### config.mk
export PLATFORM = sky130hd
export DESIGN_NAME = lieat_axi_rd_arb
export DESIGN_NICKNAME = d
export VERILOG_FILES = /design/src/rtl/lieat_axi_rd_arb_pkg.sv /design/src/rtl/lieat_rr_starve_cnt.sv /design/src/rtl/lieat_axi_rd_arb.sv
export SDC_FILE = /design/constraint.sdc
export NUM_CORES = 1
export LEC_CHECK = 0
export ABC_AREA = 0
export CORE_MARGIN = 2
export CORE_UTILIZATION = 37
export DETAILED_ROUTE_END_ITERATION = 12
export PLACE_DENSITY = 0.95
export SYNTH_ARGS = -nofsm -noshare
export SYNTH_HDL_FRONTEND = slang
export SYNTH_SLANG_ARGS = --single-unit
### constraint.sdc
create_clock -name clk -period 4.1 [get_ports clk]
set_input_delay 0.82 -clock clk [delete_from_list [all_inputs] [get_ports clk]]
set_output_delay 0.82 -clock clk [all_outputs]
set_load 0.01 [all_outputs]
### src/rtl/lieat_axi_rd_arb_pkg.sv
// Shared types and constants for the instruction/load AXI read-channel arbiter.
package lieat_axi_rd_arb_pkg;

    typedef enum logic [1:0] {
        ST_IDLE = 2'd0,
        ST_ADDR = 2'd1,
        ST_DATA = 2'd2
    } arb_state_t;

    typedef enum logic {
        OWN_ICACHE = 1'b0,
        OWN_DCACHE = 1'b1
    } owner_t;

    localparam logic [1:0] AXI_BURST_INCR = 2'b01;
    localparam logic [1:0] AXI_RESP_OKAY  = 2'b00;

    localparam logic [3:0] ICACHE_ID_DEF = 4'h0;
    localparam logic [3:0] DCACHE_ID_DEF = 4'h1;
    localparam logic [2:0] IC_ARSIZE_DEF = 3'b010;

    // Width of the starvation counter; STARVE_MAX is limited to 1..15.
    localparam int STARVE_W = 4;

endpackage

### src/rtl/lieat_rr_starve_cnt.sv
// Grant decision for the read arbiter: dcache wins unless icache has been
// passed over STARVE_MAX times in a row, tracked by a saturating counter.
module lieat_rr_starve_cnt
    import lieat_axi_rd_arb_pkg::*;
#(
    parameter int STARVE_MAX = 4
) (
    input  logic clk,
    input  logic rstn,
    input  logic idle,
    input  logic ic_req,
    input  logic dc_req,
    output logic grant_ic,
    output logic grant_dc
);

    localparam logic [STARVE_W-1:0] MAX_CNT = STARVE_W'(STARVE_MAX);

    logic [STARVE_W-1:0] cnt_reg;
    logic [STARVE_W-1:0] cnt_next;

    always_comb begin
        grant_dc = idle && dc_req && (cnt_reg < MAX_CNT);
        grant_ic = idle && ic_req && !grant_dc;
        cnt_next = cnt_reg;
        if (grant_ic) begin
            cnt_next = '0;
        end else if (grant_dc && ic_req && (cnt_reg != '1)) begin
            // Only a dcache win that leaves icache waiting counts toward starvation.
            cnt_next = cnt_reg + 1'b1;
        end
    end

    always_ff @(posedge clk or negedge rstn) begin
        if (!rstn) begin
            cnt_reg <= '0;
        end else begin
            cnt_reg <= cnt_next;
        end
    end

endmodule

### src/rtl/lieat_axi_rd_arb.sv
// Shares one AXI read port between instruction fetch and the load path with a
// single outstanding transaction, per-requester ARID and R-beat routing.
module lieat_axi_rd_arb
    import lieat_axi_rd_arb_pkg::*;
#(
    parameter int         STARVE_MAX = 4,
    parameter logic [3:0] ICACHE_ID  = ICACHE_ID_DEF,
    parameter logic [3:0] DCACHE_ID  = DCACHE_ID_DEF,
    parameter logic [2:0] IC_ARSIZE  = IC_ARSIZE_DEF
) (
    input  logic        clk,
    input  logic        rstn,

    input  logic        icache_axi_arvalid,
    output logic        icache_axi_arready,
    input  logic [31:0] icache_axi_araddr,
    output logic        icache_axi_rvalid,
    input  logic        icache_axi_rready,
    output logic [31:0] icache_axi_rdata,

    input  logic        dcache_axi_arvalid,
    output logic        dcache_axi_arready,
    input  logic [31:0] dcache_axi_araddr,
    input  logic [2:0]  dcache_axi_arsize,
    output logic        dcache_axi_rvalid,
    input  logic        dcache_axi_rready,
    output logic [31:0] dcache_axi_rdata,

    output logic        m_arvalid,
    input  logic        m_arready,
    output logic [31:0] m_araddr,
    output logic [3:0]  m_arid,
    output logic [7:0]  m_arlen,
    output logic [2:0]  m_arsize,
    output logic [1:0]  m_arburst,
    input  logic        m_rvalid,
    output logic        m_rready,
    input  logic [31:0] m_rdata,
    input  logic [1:0]  m_rresp,
    input  logic        m_rlast,
    input  logic [3:0]  m_rid,

    output logic        rd_err
);

    arb_state_t  state_reg;
    arb_state_t  state_next;
    logic [31:0] addr_reg;
    logic [2:0]  size_reg;
    logic [3:0]  id_reg;
    owner_t      owner_reg;
    logic        rd_err_reg;

    logic grant_ic;
    logic grant_dc;
    logic owner_rready;
    logic beat;

    lieat_rr_starve_cnt #(
        .STARVE_MAX (STARVE_MAX)
    ) u_starve (
        .clk      (clk),
        .rstn     (rstn),
        .idle     (state_reg == ST_IDLE),
        .ic_req   (icache_axi_arvalid),
        .dc_req   (dcache_axi_arvalid),
        .grant_ic (grant_ic),
        .grant_dc (grant_dc)
    );

    assign owner_rready = (owner_reg == OWN_DCACHE) ? dcache_axi_rready : icache_axi_rready;
    assign beat         = (state_reg == ST_DATA) && m_rvalid && owner_rready;

    always_comb begin
        state_next         = state_reg;
        icache_axi_arready = 1'b0;
        dcache_axi_arready = 1'b0;
        icache_axi_rvalid  = 1'b0;
        dcache_axi_rvalid  = 1'b0;
        m_arvalid          = 1'b0;
        m_rready           = 1'b0;
        case (state_reg)
            ST_IDLE: begin
                icache_axi_arready = grant_ic;
                dcache_axi_arready = grant_dc;
                if (grant_ic || grant_dc) begin
                    state_next = ST_ADDR;
                end
            end
            ST_ADDR: begin
                m_arvalid = 1'b1;
                if (m_arready) begin
                    state_next = ST_DATA;
                end
            end
            ST_DATA: begin
                m_rready = owner_rready;
                if (owner_reg == OWN_DCACHE) begin
                    dcache_axi_rvalid = m_rvalid;
                end else begin
                    icache_axi_rvalid = m_rvalid;
                end
                if (beat && m_rlast) begin
                    state_next = ST_IDLE;
                end
            end
            default: state_next = ST_IDLE;
        endcase
    end

    always_ff @(posedge clk or negedge rstn) begin
        if (!rstn) begin
            state_reg  <= ST_IDLE;
            addr_reg   <= '0;
            size_reg   <= '0;
            id_reg     <= '0;
            owner_reg  <= OWN_ICACHE;
            rd_err_reg <= 1'b0;
        end else begin
            state_reg <= state_next;
            if (grant_dc) begin
                addr_reg  <= dcache_axi_araddr;
                size_reg  <= dcache_axi_arsize;
                id_reg    <= DCACHE_ID;
                owner_reg <= OWN_DCACHE;
            end else if (grant_ic) begin
                addr_reg  <= icache_axi_araddr;
                size_reg  <= IC_ARSIZE;
                id_reg    <= ICACHE_ID;
                owner_reg <= OWN_ICACHE;
            end
            // Bad responses are flagged but the beat is still handed to the owner.
            rd_err_reg <= beat && ((m_rresp != AXI_RESP_OKAY) || (m_rid != id_reg));
        end
    end

    assign m_araddr         = addr_reg;
    assign m_arid           = id_reg;
    assign m_arsize         = size_reg;
    assign m_arlen          = 8'd0;
    assign m_arburst        = AXI_BURST_INCR;
    assign icache_axi_rdata = m_rdata;
    assign dcache_axi_rdata = m_rdata;
    assign rd_err           = rd_err_reg;

endmodule

# Word level (Yosys, flattened, before mapping)
# Index checks and enable logic that the tools add are counted.
# word_totals
ff_bits	47
inputBits	114
output_inout_bits	120
wordCells	57
# classes
add_sub_neg	1
n_lt_le_gt_ge	1
eq_ne	7
muxes	23
reduce_logical	18
# ops
cell	count
32-bit 2-to-1 mux	2
4-bit 2-to-1 mux	4
1-bit 2-to-1 mux	11
1-bit logical AND	10
2-bit 2-to-1 mux	3
3-bit 2-to-1 mux	2
2-bit case mux with 3 select lines	1
2-bit nonzero test	3
4-bit by 1-bit adder with 4-bit output (second input constant)	1
4-bit by 3-bit less-than comparator with 1-bit output (second input constant)	1
2-bit inequality test (second input constant)	2
4-bit inequality test	1
4-bit inequality test (second input constant)	1
3-bit AND reduction	1
2-bit by 1-bit == test with 1-bit output (second input constant)	1
2-bit == test (second input constant)	1
2-bit zero test	1
1-bit logical OR	2
2-bit by 1-bit inequality test with 1-bit output (second input constant)	1
1-bit zero test	1

# Longest topological paths before layout
# Gate-level depths: netlist of the first run.
# logic_depth
depth_word	8
depth_mapped	6
ltp_nobuf	3

# Modules after synthesis
# Synthesis of the first run repeated with hierarchy kept, for this count alone.
# hier_totals
cells_unflattened	273
area_unflattened_um2	2613.8
# modules_own_cells
module	instances	cells_per_inst	area_per_inst_um2	seq_area_each_um2
lieat_axi_rd_arb	1	255	2412.3	975.9
lieat_rr_starve_cnt	1	18	201.4	100.1

# Least setup slack after synthesis of the first run
# Ideal clock, no wire load.
# synth_timing
path_type	input-to-output
from	input port dcache_axi_arvalid
to	output port dcache_axi_arready
arrival_time_ps	1539
required_ps	3280
setup_slack_ps	1741
cell_stages	3
path_buffers	1
cell_sequence	or3b_1 buf_2 nor2_1
# synth_via
elab_chain_cells	3
# synth_lines
element	line_no	rtl
from (decl)	lieat_axi_rd_arb.sv:21	input logic dcache_axi_arvalid,
1-bit logical AND (2 in a row)	lieat_rr_starve_cnt.sv:23	grant_dc = idle && dc_req && (cnt_reg < MAX_CNT);
1-bit 2-to-1 mux	lieat_axi_rd_arb.sv:82	case (state_reg)
to (decl)	lieat_axi_rd_arb.sv:22	output logic dcache_axi_arready,
# Every way passes these cells.

# Final worst setup path of the first run
# Ends and elaborated chain as after synthesis.

==> qor.csv, run 1 <==
stage,metric,value,unit
die,DIE WIDTH,93.9,um
logic_synthesis,#FFs+latches synth,43,
timing,total setup violations reported at the end of the flow,0,
worst_setup_path,endpoint kind of the worst setup timing path,primary output,
worst_setup_path,family with the most delay on the worst path,buffers and inverters,
layout,post-layout util,49.1,%
routing,detailed-route wire length per cell,15.7,um
logic_synthesis,Synth Flop Type,dfrtp_1,
worst_setup_path,largest stage delay on the critical path,0.59,ns
logic_synthesis,largest area contributor in the netlist,dfrtp_1,
routing,residual DRC count,0,
routing,total via count in the routed design,2664,
global_routing,vias in the first global route,2720,
global_routing,overflow left after global routing,0,
worst_setup_path,Worst Setup Start Kind,input pin,
worst_setup_path,arrival time worst endpoint,2.55,ns
power_and_ir_drop,highest ir drop seen on vdd,0.339,mV
logic_synthesis,number of distinct library cell variants in the gate-level netlist after synthesis,31,
die,Site Rows,32,
power_and_ir_drop,LEAKAGE,0.00152,uW
die,core area,0.00777,mm^2
timing,fin crit share,82.2,%
timing,unrepaired setup endpoints after global routing,no,
logic_synthesis,"top cells by count, synth","buf_4, nand4_1, dfrtp_1",
power_and_ir_drop,power density of the placed cells,627,mW/mm^2
cts,CTS H-tree lvls,2,
timing,number of pins exceeding their max-slew limit in the final report,0,
routing,count of nets left with antenna violations after detail routing,0,
cts,post-cts repair resize count,0,
timing,actual transition at the worst max-transition pin,0.961,ns
global_routing,antenna violations before repair,0,
layout,# diodes,0,
placement,cell count after placement,483,
placement,weighted congestion reported at the end of routability-driven placement,0.674,
routing,Iter 0 DRT Violations,98,
worst_hold_path,Tightest Hold Check Type,flop to flop,
routing,Total Wirelength,7.73,mm
worst_setup_path,peak fanout along the critical path,4,
layout,"non-filler cells, final",491,
worst_setup_path,most used cell along the critical path,clkdlybuf4s50_1,
logic_synthesis,average cell area after synthesis,8.54,um^2
cts,clock latency on the worst-skew pair,0.29,ns
cts,TritonCTS clock tree,yes,
job,maxcap violations,0,
routing,via/cell ratio,5.43,
global_routing,wire length of the first global-routing pass,12.2,mm
logic_synthesis,Synth Warn #,0,
placement,Buffers on Ports,124,
cts,Worst-path clk slew,0.09,ns
layout,fraction of final layout cells with drive strength greater than 1,5.14,%
run_status,outcome,finished clean,
layout,Nets,503,
global_routing,overall fraction of global-route tracks in use,17.2,%
timing,min cycle time layout,3.37,ns
routing,first-pass iteration count of the detailed router,4,
worst_setup_path,worst path cell trace,"clkdlybuf4s50_1, or3b_2, nor2_1, clkdlybuf4s50_1",
cts,number of hold-repair buffers added at the cts stage,0,
logic_synthesis,sequential fraction of the synthesis area,36.0,%
worst_setup_path,data required time at the worst endpoint,3.28,ns
cts,Sinks on Clock Net,43,
logic_synthesis,Synth top area share,36.0,%
timing,worst setup skew after layout,0.00915,ns
cts,number of buffers created by CTS,5,
worst_setup_path,CP max stage cell,clkdlybuf4s50_1,
worst_setup_path,kind of critical path,input pin to primary output,
logic_synthesis,cell area after synthesis,0.00299,mm^2
logic_synthesis,fraction of registers with async set/reset,100,%
cts,number of buffers inserted to repair setup after CTS,0,
die,I/O pin count,234,
die,full die area,0.00882,mm^2
logic_synthesis,number of standard cells after synthesis,350,
layout,"flip-flop count of the largest register, all copies and words added",32,
worst_setup_path,"Buf+Inv Stages, Crit Path",2,
cts,CTS root buf,clkbuf_8,
logic_synthesis,number of enable flip-flop cells after synthesis,0,
global_routing,maximum number of pins on one net before global-route repair,68,
logic_synthesis,cell with the most instances after synthesis,buf_4,
die,Initial Utilization,38.5,%
cts,Max Root-Sink Buffers,2,
die,height of the chip,93.9,um
layout,synthesis-to-finish area growth,27.6,%
placement,HPWL after detailed placement,5.34,mm
timing,headroom to the max-slew limit,35.9,%
timing,TNS Setup,0,ns
logic_synthesis,cells taking the most area after synthesis,"dfrtp_1, buf_4, nand4_1, nand3b_1, nand3_1",
timing,Max Fclk,0.297,GHz
timing,"Hold Violations, Final",0,
## area by class of cell
| class | count | area (um^2) |
|---|---|---|
| well taps | 102 | 128 |
| multi-input cells | 209 | 1230 |
| inverters | 1 | 3.75 |
| repair buffers | 128 | 1260 |
| clock buffers | 6 | 82.6 |
| flip-flops and latches | 43 | 1080 |
| clock inverters | 2 | 35.0 |
| fillers | 720 | 3950 |
## where the power goes
part / switching [uW] / leakage, uW / internal, uW
clock: 148 / 0.0000612 / 197
sequential: 175 / 0.000520 / 633
combinational: 613 / 0.000938 / 628
## cells in the final DEF, fill, tap and decap left out, types with 2 or more instances in the layout
master	n
dfrtp_1	43
a22o_1	4
nand4_1	64
conb_1	13
nor2_1	4
nand3_1	32
nor3_1	3
o21ai_0	3
clkbuf_8	6
nand2_1	35
nand3b_1	32
buf_2	2
clkdlybuf4s50_1	122
nor2b_1	3
buf_4	4
## path summary, 6_finish.rpt
check                                        start                  to  slack, ns  depth (start not counted)
worst max register to register        state_reg[1]         m_araddr[7]       2.26                          4
max in group asynchronous                     rstn         m_araddr[6]       2.82                          1
worst min-delay path                   m_arsize[0]         m_arsize[0]       0.52                          1
worst min register to register         m_arsize[0]         m_arsize[0]       0.52                          1
worst max-delay path            dcache_axi_arvalid  dcache_axi_arready       0.73                          4
min in group asynchronous                     rstn              rd_err       0.67                          1
## metrics by stage
stage                     hold WS (ns)  setup WS [ns]  instance area, um^2  total power [uW]
after floorplan                  0.477           1.74                 3030              1520
after global placement           0.493          0.745                 3700              2000
after detailed placement         0.493          0.744                 3700              2060
after CTS                        0.523          0.732                 3820              2420
after global routing             0.548          0.619                 3820              2570
final                            0.519          0.729                 3820              2390
## worst register-to-register path: cells and delay by family (launching register included)
| family | cells | cell delay [ns] |
|---|---|---|
| buffers and inverters | 1 | 0.46 |
| and+or+nand+nor | 3 | 0.84 |
| DFF | 1 | 0.47 |
## cells by family (layout without fill, tap and decap cells)
family | count (synthesis) | in the layout | synth area share (%)
AND/OR/NAND/NOR | 182 | 182 | 35.0
flip-flops | 43 | 43 | 36.0
buffers and inverters | 109 | 137 | 24.7
multiplexers | 2 | 2 | 0.711
adder cells (fa/ha/maj) | 1 | 1 | 0.418
AO/OA/AOI/OAI | 10 | 10 | 2.59
other | 2 | 13 | 0.251
XOR/XNOR | 1 | 1 | 0.293
## per-layer routing
layer	vias up	global-route usage (%)	routed length, um
met5	-	0	0
met4	0	4.95	70
met3	16	4.65	521
met2	102	32.7	4080
met1	1316	18.3	3060
li1	1230	-	-
Note: power is estimated with default switching activity, not from simulation.
==> run 2, diff against run 1 <==
--- a/config.mk
+++ b/config.mk
@@ -7,9 +7,9 @@
 export LEC_CHECK = 0
 export ABC_AREA = 0
 export CORE_MARGIN = 2
-export CORE_UTILIZATION = 37
+export CORE_UTILIZATION = 34
 export DETAILED_ROUTE_END_ITERATION = 12
-export PLACE_DENSITY = 0.95
+export PLACE_DENSITY = 0.9
 export SYNTH_ARGS = -nofsm -noshare
 export SYNTH_HDL_FRONTEND = slang
 export SYNTH_SLANG_ARGS = --single-unit
==> constraint.sdc (replaced) <==
create_clock -name clk -period 3.4 [get_ports clk]
set_input_delay 0.68 -clock clk [delete_from_list [all_inputs] [get_ports clk]]
set_output_delay 0.68 -clock clk [all_outputs]
set_load 0.01 [all_outputs]
==> qor.csv, run 2 (synthesis gave the netlist of run 1 again) <==
stage,metric,value,unit
run_status,outcome,finished clean,
layout,"commonest non-fill, non-tap cells in the layout","clkdlybuf4s50_1, nand4_1, dfrtp_1, nand2_1",
worst_hold_path,worst min-delay path startpoint,m_arsize[0],
timing,total setup violations reported at the end of the flow,0,
worst_hold_path,hold endpoint,m_arsize[0],
worst_setup_path,data required time at the worst endpoint,2.72,ns
die,DIE WIDTH,97.8,um
worst_hold_path,Tightest Hold Check Type,flop to flop,
routing,residual DRC count,0,
die,Initial Utilization,34.6,%
cts,number of hold-repair buffers added at the cts stage,0,
global_routing,wire length of the first global-routing pass,12.5,mm
placement,Buffers on Ports,124,
global_routing,maximum number of pins on one net before global-route repair,68,
worst_setup_path,arrival time worst endpoint,2.54,ns
timing,Max Fclk,0.311,GHz
routing,Total Wirelength,8.01,mm
global_routing,vias in the first global route,2593,
worst_setup_path,kind of critical path,input pin to primary output,
routing,first-pass iteration count of the detailed router,5,
cts,CTS H-tree lvls,2,
job,maxcap violations,0,
layout,# diodes,0,
worst_setup_path,FF-to-FF setup slack,1.40,ns
routing,total via count in the routed design,2602,
routing,uppermost layer routed,met4,
cts,Max Root-Sink Buffers,2,
cts,TritonCTS clock tree,yes,
cts,Sinks on Clock Net,43,
die,height of the chip,97.8,um
routing,detailed-route wire length per cell,16.1,um
worst_setup_path,Worst Setup Start Kind,input pin,
cts,post-cts repair resize count,0,
worst_setup_path,Worst Reg-to-Reg Cells,4,
placement,cell count after placement,490,
global_routing,overflow left after global routing,0,
timing,"Hold Violations, Final",0,
routing,via/cell ratio,5.22,
die,full die area,0.00956,mm^2
cts,number of buffers created by CTS,5,
timing,unrepaired setup endpoints after global routing,no,
worst_setup_path,source of the worst register-to-register timing path,state_reg[0],
layout,"non-filler cells, final",498,
placement,weighted congestion reported at the end of routability-driven placement,0.773,
worst_setup_path,endpoint kind of the worst setup timing path,primary output,
layout,"flip-flop count of the largest register, all copies and words added",32,
timing,worst setup skew after layout,0.00709,ns
timing,number of pins exceeding their max-slew limit in the final report,0,
cts,number of buffers inserted to repair setup after CTS,0,
timing,TNS Setup,0,ns
power_and_ir_drop,highest ir drop seen on vdd,0.455,mV
cts,Worst-path clk slew,0.08,ns
cts,clock latency on the worst-skew pair,0.29,ns
cts,CTS root buf,clkbuf_8,
layout,fraction of final layout cells with drive strength greater than 1,4.87,%
placement,HPWL after detailed placement,5.34,mm
power_and_ir_drop,LEAKAGE,0.00150,uW
routing,met3 wire length,516,um
power_and_ir_drop,power density of the placed cells,742,mW/mm^2
die,core area,0.00864,mm^2
die,I/O pin count,234,
routing,count of nets left with antenna violations after detail routing,0,
worst_setup_path,peak fanout along the critical path,4,
worst_hold_path,WHS Path Cells,1,
routing,DR WL met2,4.02,mm
timing,min cycle time layout,3.22,ns
worst_setup_path,capturing point of the worst reg2reg path,m_araddr[4],
layout,"leading cell type in the layout, fill and taps excluded",clkdlybuf4s50_1,
routing,length of routed wiring on met1,3.34,mm
global_routing,overall fraction of global-route tracks in use,15.8,%
timing,fin crit share,94.6,%
timing,actual transition at the worst max-transition pin,0.970,ns
die,Site Rows,34,
layout,synthesis-to-finish area growth,26.9,%
layout,Nets,504,
global_routing,antenna violations before repair,0,
routing,Iter 0 DRT Violations,152,
timing,headroom to the max-slew limit,35.3,%
## run 2: worst max path at each step
stage,cells after the start,slack [ns],start,end
2_1_floorplan,3,1.32,dcache_axi_arvalid,dcache_axi_arready
4_1_cts,4,0.18,dcache_axi_arvalid,dcache_axi_arready
3_5_place_dp,4,0.20,dcache_axi_arvalid,dcache_axi_arready
6_report,4,0.18,dcache_axi_arvalid,dcache_axi_arready
3_3_place_gp,4,0.22,dcache_axi_arvalid,dcache_axi_arready
5_1_grt,4,0.1,dcache_axi_arvalid,dcache_axi_arready
## run 2: where the power goes
part	internal, uW	switching (uW)
combinational	765	749
sequential	763	219
clock	145	175
## run 2: metrics by stage
step	cell area, um^2	worst slack, ns	util (%)	hold WS, ns	power [uW]
4_1_cts	3790	0.182	43.9	0.514	2850
5_1_grt	3790	0.0961	43.9	0.532	3010
3_3_place_gp	3710	0.218	43.0	0.484	2450
6_report	3790	0.182	43.9	0.512	2820
3_5_place_dp	3710	0.201	43.0	0.481	2520
2_1_floorplan	3030	1.32	-	0.384	1830
## run 2: layer usage
metal,vias to the layer above,global-route usage (%)
li1,1229,-
met1,1251,19.2
met2,101,28.1
met3,21,3.22
met4,0,5.24
met5,-,0
## run 2: area by class of cell
class,count,area [um^2]
sequential,43,1080
tap,108,135
clock inverter,1,5.00
inverter,1,3.75
timing repair buffer,129,1270
multi-input combinational,209,1230
clock buffer,7,76.3
fill,820,4840
## run 2: worst max-delay path, cell delays in order
cell             delay, ns
clkdlybuf4s50_1       0.48
or3b_2                0.46
nor2_1                0.28
clkdlybuf4s50_1       0.64
==> edit 1: new RTL, settings of run 2 <==
Reset style: synchronous (`rstn`), changed in 2 clocked blocks.
--- a/src/rtl/lieat_rr_starve_cnt.sv
+++ b/src/rtl/lieat_rr_starve_cnt.sv
@@ -31,7 +31,7 @@
         end
     end
 
-    always_ff @(posedge clk or negedge rstn) begin
+    always_ff @(posedge clk) begin
         if (!rstn) begin
             cnt_reg <= '0;
         end else begin
--- a/src/rtl/lieat_axi_rd_arb.sv
+++ b/src/rtl/lieat_axi_rd_arb.sv
@@ -108,7 +108,7 @@
         endcase
     end
 
-    always_ff @(posedge clk or negedge rstn) begin
+    always_ff @(posedge clk) begin
         if (!rstn) begin
             state_reg  <= ST_IDLE;
             addr_reg   <= '0;
Function: differs if rstn is asserted again (counterexample within 4 cycles, from zero or initial values and one cycle with rstn low); with rstn held inactive, the same outputs for 10 cycles.
==> edit 1 against run 2 <==
Cell area shrank 16%. Synthesized cell count fell by 27%. Critical path type unchanged. Count of clock-buffer cells in the layout is 1 lower. Sequential cell count unchanged. Routed wire length decreased by 14%. First-iteration DRC count rose by 7.2%. Critical path depth is the same. Highest routed layer unchanged. Largest cell class unchanged. Cell count decreased by 19%. Setup slack gained 0.36 ns. Area after synthesis is 20% lower. Register-to-register slack better by 0.32 ns.
Power is not compared: it rests on default switching activity, and its combinational part moved more than twofold at a synthesized area within 25%.
==> edit 1: results (changes against run 2) <==
Status -> complete, no violations
Main area contributors after synthesis -> dfxtp_1, buf_4, a222oi_1, nor2b_1, buf_6
Min-Delay Path Class -> flip-flop to flip-flop
Vias in the first global route -> 2123 (-18%)
Post-placement cell area -> 0.00312 sq mm (-16%)
Synthesized area per cell -> 9.36 sq um (+9.5%)
Peak VDD IR -> 0.200 mV
Share of post-route cells with drive strength above 1 -> 0.0487 (about the same)
Int Pwr -> 0.906 mW
Yosys synthesis warning count -> 0 (unchanged)
Worst-path clk slew -> 0.08 ns (about the same)
# nets final -> 422 (-16%)
Wire length per cell -> 17.0 um (+5.5%)
Pre-antenna DRT Iters -> 6 (+1)
N_diodes -> 0 (unchanged)
Worst-Margin Slew -> 0.715 ns (-0.255 ns)
Worst-case clock buffer depth -> 2 (unchanged)
First-pass GRT wire length -> 10400 um (-17%)
Sequential-to-total area share from yosys stat -> 0.361 (+0.000943)
Clk_skew -> 0.0105 ns (+0.00341 ns)
Crit-path max FO -> 3 (-1)
Postcts setup bufs -> 0 (unchanged)
Clk root buf -> clkbuf_8
# resized after CTS -> 0 (unchanged)
Yosys cell types -> 32 (+3.2%)
Total Routing Usage GR -> 0.174 (+0.0158)
DR iter-0 viols -> 163 (+7.2%)
Clock latency on the worst-skew pair -> 0.29 ns (about the same)
H-tree Lvls -> 2 (unchanged)
Initial antenna violation count -> 0 (unchanged)
Asr flop ratio synth -> 0 (-1.00)
Number of flip-flops in the largest register -> 32 (unchanged)
Critical path arrival -> 2.17 ns (-0.37 ns)
IO buf count -> 124 (unchanged)
Largest net degree at the start of global routing -> 42 (-38%)
Hpwl dp -> 5010 um (-6.3%)
Non-filler instance count after layout -> 404 (-19%)
Final GP Congestion -> 0.818 (+5.8%)
DR vias -> 2010 (-23%)
CP max-delay cell -> clkdlybuf4s50_1
CTS buffer count -> 5 (unchanged)
Synth top cells by count -> buf_4, dfxtp_1, nor2b_1
Leak Pwr -> 1.16 nW
Slowest Stage Delay on Critical Path -> 0.52 ns (-0.12 ns)
[edit 1: changes by cell type in the layout (fill, tap and decap cells not counted), sizes merged, moves of 4 or more]
| cell | delta |
|---|---|
| nor2 | +4 |
| dfxtp | +43 |
| nand3 | -27 |
| a22o | -4 |
| o21ai | +6 |
| nand3b | -31 |
| dfrtp | -43 |
| nand2 | -34 |
| a222oi | +28 |
| nand4 | -63 |
| a21oi | +6 |
| nor2b | +29 |
[edit 1: worst paths after layout]
| check | startpoint | end | slack [ns] | depth (start not counted) |
|---|---|---|---|---|
| setup / recovery | dcache_axi_arvalid | icache_axi_arready | 0.55 | 4 |
| hold / removal | u_starve.cnt_reg[1] | u_starve.cnt_reg[1] | 0.46 | 2 |
| setup reg to reg | state_reg[1] | m_arsize[1] | 1.72 | 5 |
| hold reg to reg | u_starve.cnt_reg[1] | u_starve.cnt_reg[1] | 0.46 | 2 |
[edit 1: area by class of cell]
| class | count | area, sq um |
|---|---|---|
| clock inverter | 2 | 12.5 |
| fill | 635 | 3590 |
| multi-input combinational | 125 | 852 |
| timing repair buffer | 128 | 1270 |
| sequential | 43 | 861 |
| inverter | 4 | 15.0 |
| tap | 96 | 120 |
| clock buffer | 6 | 72.6 |
[edit 1: logic make-up after synthesis]
| logic type | share of synthesized area |
|---|---|
| other | 0.00315 |
| adders and majority gates | 0.00524 |
| buffers and inverters | 0.299 |
| DFF | 0.361 |
| xor gates and xnor gates | 0.00734 |
| AOI/OAI and AO/OA | 0.177 |
| muxes | 0.00420 |
| and+or+nand+nor | 0.143 |
[edit 1: power by group through the flow]
stage,registers (mW),clock network [mW],logic [mW]
after global routing,0.577,0.362,0.397
after global placement,0.581,0,0.361
final,0.572,0.326,0.368
after detailed placement,0.583,0,0.368
after CTS,0.572,0.339,0.370
after floorplan,0.597,0,0.239
[edit 1: stage by stage]
stage / util / setup WS (ns)
after floorplan: - / 1.42
final: 0.472 / 0.545
after global routing: 0.472 / 0.481
after CTS: 0.472 / 0.540
after global placement: 0.459 / 0.613
after detailed placement: 0.459 / 0.583
[edit 1: critical path, delay by kind of cell]
kind	cells	cell delay, ns
simple gates	2	0.46
buf+inv	2	1.03
[edit 1: layer usage]
metal	GRT usage	vias up	share of wire
li1	-	915	-
met1	0.182	942	0.37
met3	0.0697	18	0.11
met2	0.319	135	0.51
met5	0	-	0
met4	0.0517	0	0.015
==> edit 2: new RTL, config.mk and constraints of run 2 <==
Made on the original files. `STARVE_W`: 4 -> 3.
--- a/src/rtl/lieat_axi_rd_arb_pkg.sv
+++ b/src/rtl/lieat_axi_rd_arb_pkg.sv
@@ -20,7 +20,7 @@
     localparam logic [2:0] IC_ARSIZE_DEF = 3'b010;
 
     // Width of the starvation counter; STARVE_MAX is limited to 1..15.
-    localparam int STARVE_W = 4;
+    localparam int STARVE_W = 3;
 
 endpackage
 
Behaviour: no difference found for any inputs over 10 cycles, from zero or initial values and one cycle with rstn low; that may be too few to reach the edited logic, so the function may still have changed.
==> edit 2 against run 2 <==
Area after synthesis down 14%. Critical path depth unchanged. Routed wire length down 17%. Sequential cell count down 1. Hold slack worse by 0.027 ns. Largest cell class unchanged. Maximum frequency up 6.8%. Die area down 14%. Critical path type unchanged. Cell area down 8.6%. Setup slack better by 0.20 ns. Power down 5.3%.
==> edit 2: results (changes against run 2) <==
Hold Path Depth -> 1 (unchanged)
IO buf count -> 124 (unchanged)
Vias in the first global route -> 2197 (-15%)
Clk root buf -> clkbuf_8
# fillers -> 681 (-17%)
Final wirelength -> 6640 um (-17%)
Hpwl dp -> 4820 um (-9.7%)
Status -> complete, no violations
M1 GR Usage -> 0.172 (-0.0196)
Leak Pwr -> 1.53 nW (+1.5%)
Worst-Margin Slew -> 0.967 ns (-0.00303 ns)
Worst-path clk slew -> 0.08 ns (about the same)
Peak VDD IR -> 0.393 mV (-14%)
Main area contributors after synthesis -> dfrtp_1, buf_4, o32ai_1, a21oi_1, inv_1
Slowest Stage Delay on Critical Path -> 0.54 ns (-0.10 ns)
Critical path arrival -> 2.33 ns (-0.21 ns)
Largest net degree at the start of global routing -> 43 (-37%)
First-pass GRT wire length -> 10700 um (-15%)
Yosys synthesis warning count -> 0 (unchanged)
Worst R2R Path Depth -> 4 (unchanged)
Final GP Congestion -> 0.747 (-3.3%)
Asr flop ratio synth -> 1.00 (unchanged)
Crit-path max FO -> 3 (-1)
Number of flip-flops in the largest register -> 32 (unchanged)
CTS buffer count -> 5 (unchanged)
Clk_skew -> 0.00976 ns (+0.00267 ns)
CP max-delay cell -> clkdlybuf4s50_1
Sequential-to-total area share from yosys stat -> 0.410 (+0.0501)
Top_reg_cell synth -> dfrtp_1
N_diodes -> 0 (unchanged)
# nets final -> 446 (-12%)
# resized after CTS -> 0 (unchanged)
Worst-case clock buffer depth -> 2 (unchanged)
Post-placement cell area -> 0.00333 sq mm (-10%)
Total Routing Usage GR -> 0.158 (-0.000264)
Vias/cell -> 4.76 (-8.8%)
Min-Delay Path Class -> flip-flop to flip-flop
Cell count after placement -> 422 (-14%)
Clock latency on the worst-skew pair -> 0.29 ns (about the same)
Yosys cell types -> 29 (-6.5%)
Gate Count Post-Synth -> 276 (-21%)
Met2 GRT Util -> 0.287 (+0.00605)
Met3 Usage GRT -> 0.0568 (+0.0245)
DR vias -> 2048 (-21%)
H-tree Lvls -> 2 (unchanged)
Post-placement setup slack -> 0.372 ns (+0.171 ns)
Postcts setup bufs -> 0 (unchanged)
Share of post-route cells with drive strength above 1 -> 0.0483 (-0.000380)
Synth top cells by count -> buf_4, dfrtp_1, inv_1
Pre-antenna DRT Iters -> 4 (-1)
DR iter-0 viols -> 95 (-38%)
Initial antenna violation count -> 0 (unchanged)
-- edit 2: area by class of cell --
type | instances | area [sq um] | share of cell area
Clock inverter | 3 | 68.8 | 0.0198
Tap cell | 99 | 124 | 0.0357
Sequential cell | 42 | 1050 | 0.303
Multi-Input combinational cell | 117 | 751 | 0.216
Inverter | 35 | 131 | 0.0379
Timing Repair Buffer | 129 | 1270 | 0.367
Clock buffer | 5 | 68.8 | 0.0198
-- edit 2: cell families (layout without fill, tap and decap cells) --
group / after synthesis / in the layout / synth area share
adder cells (fa/ha/maj): 2 / 2 / 0.00976
AND/OR/NAND/NOR: 26 / 26 / 0.0532
flip-flops: 42 / 42 / 0.410
other: 2 / 13 / 0.00293
AO/OA/AOI/OAI: 73 / 73 / 0.195
multiplexers: 2 / 2 / 0.00781
buffers and inverters: 128 / 172 / 0.318
XOR/XNOR: 1 / 1 / 0.00342
-- edit 2: metal layers --
| metal | share of wire | wire [um] |
|---|---|---|
| met3 | 0.090 | 596 |
| met5 | 0 | 0 |
| met2 | 0.52 | 3480 |
| met4 | 0.014 | 95 |
| met1 | 0.37 | 2470 |
-- edit 2: power breakdown --
group	internal [mW]	switching, mW
combinational	0.687	0.628
sequential	0.731	0.148
clock	0.294	0.178
-- edit 2: worst max-delay path: cells and delay by family --
kind / cells / cell delay [ns]
buffers and inverters: 3 / 1.15
and+or+nand+nor: 1 / 0.50
-- edit 2: worst paths after layout --
path	to	from	slack, ns
hold reg to reg	u_starve.cnt_reg[0]	u_starve.cnt_reg[0]	0.49
max in group asynchronous	m_araddr[10]	rstn	2.25
setup reg to reg	m_araddr[6]	state_reg[0]	1.61
setup / recovery	dcache_axi_arready	dcache_axi_arvalid	0.39
hold / removal	u_starve.cnt_reg[0]	u_starve.cnt_reg[0]	0.49
min in group asynchronous	state_reg[0]	rstn	0.53
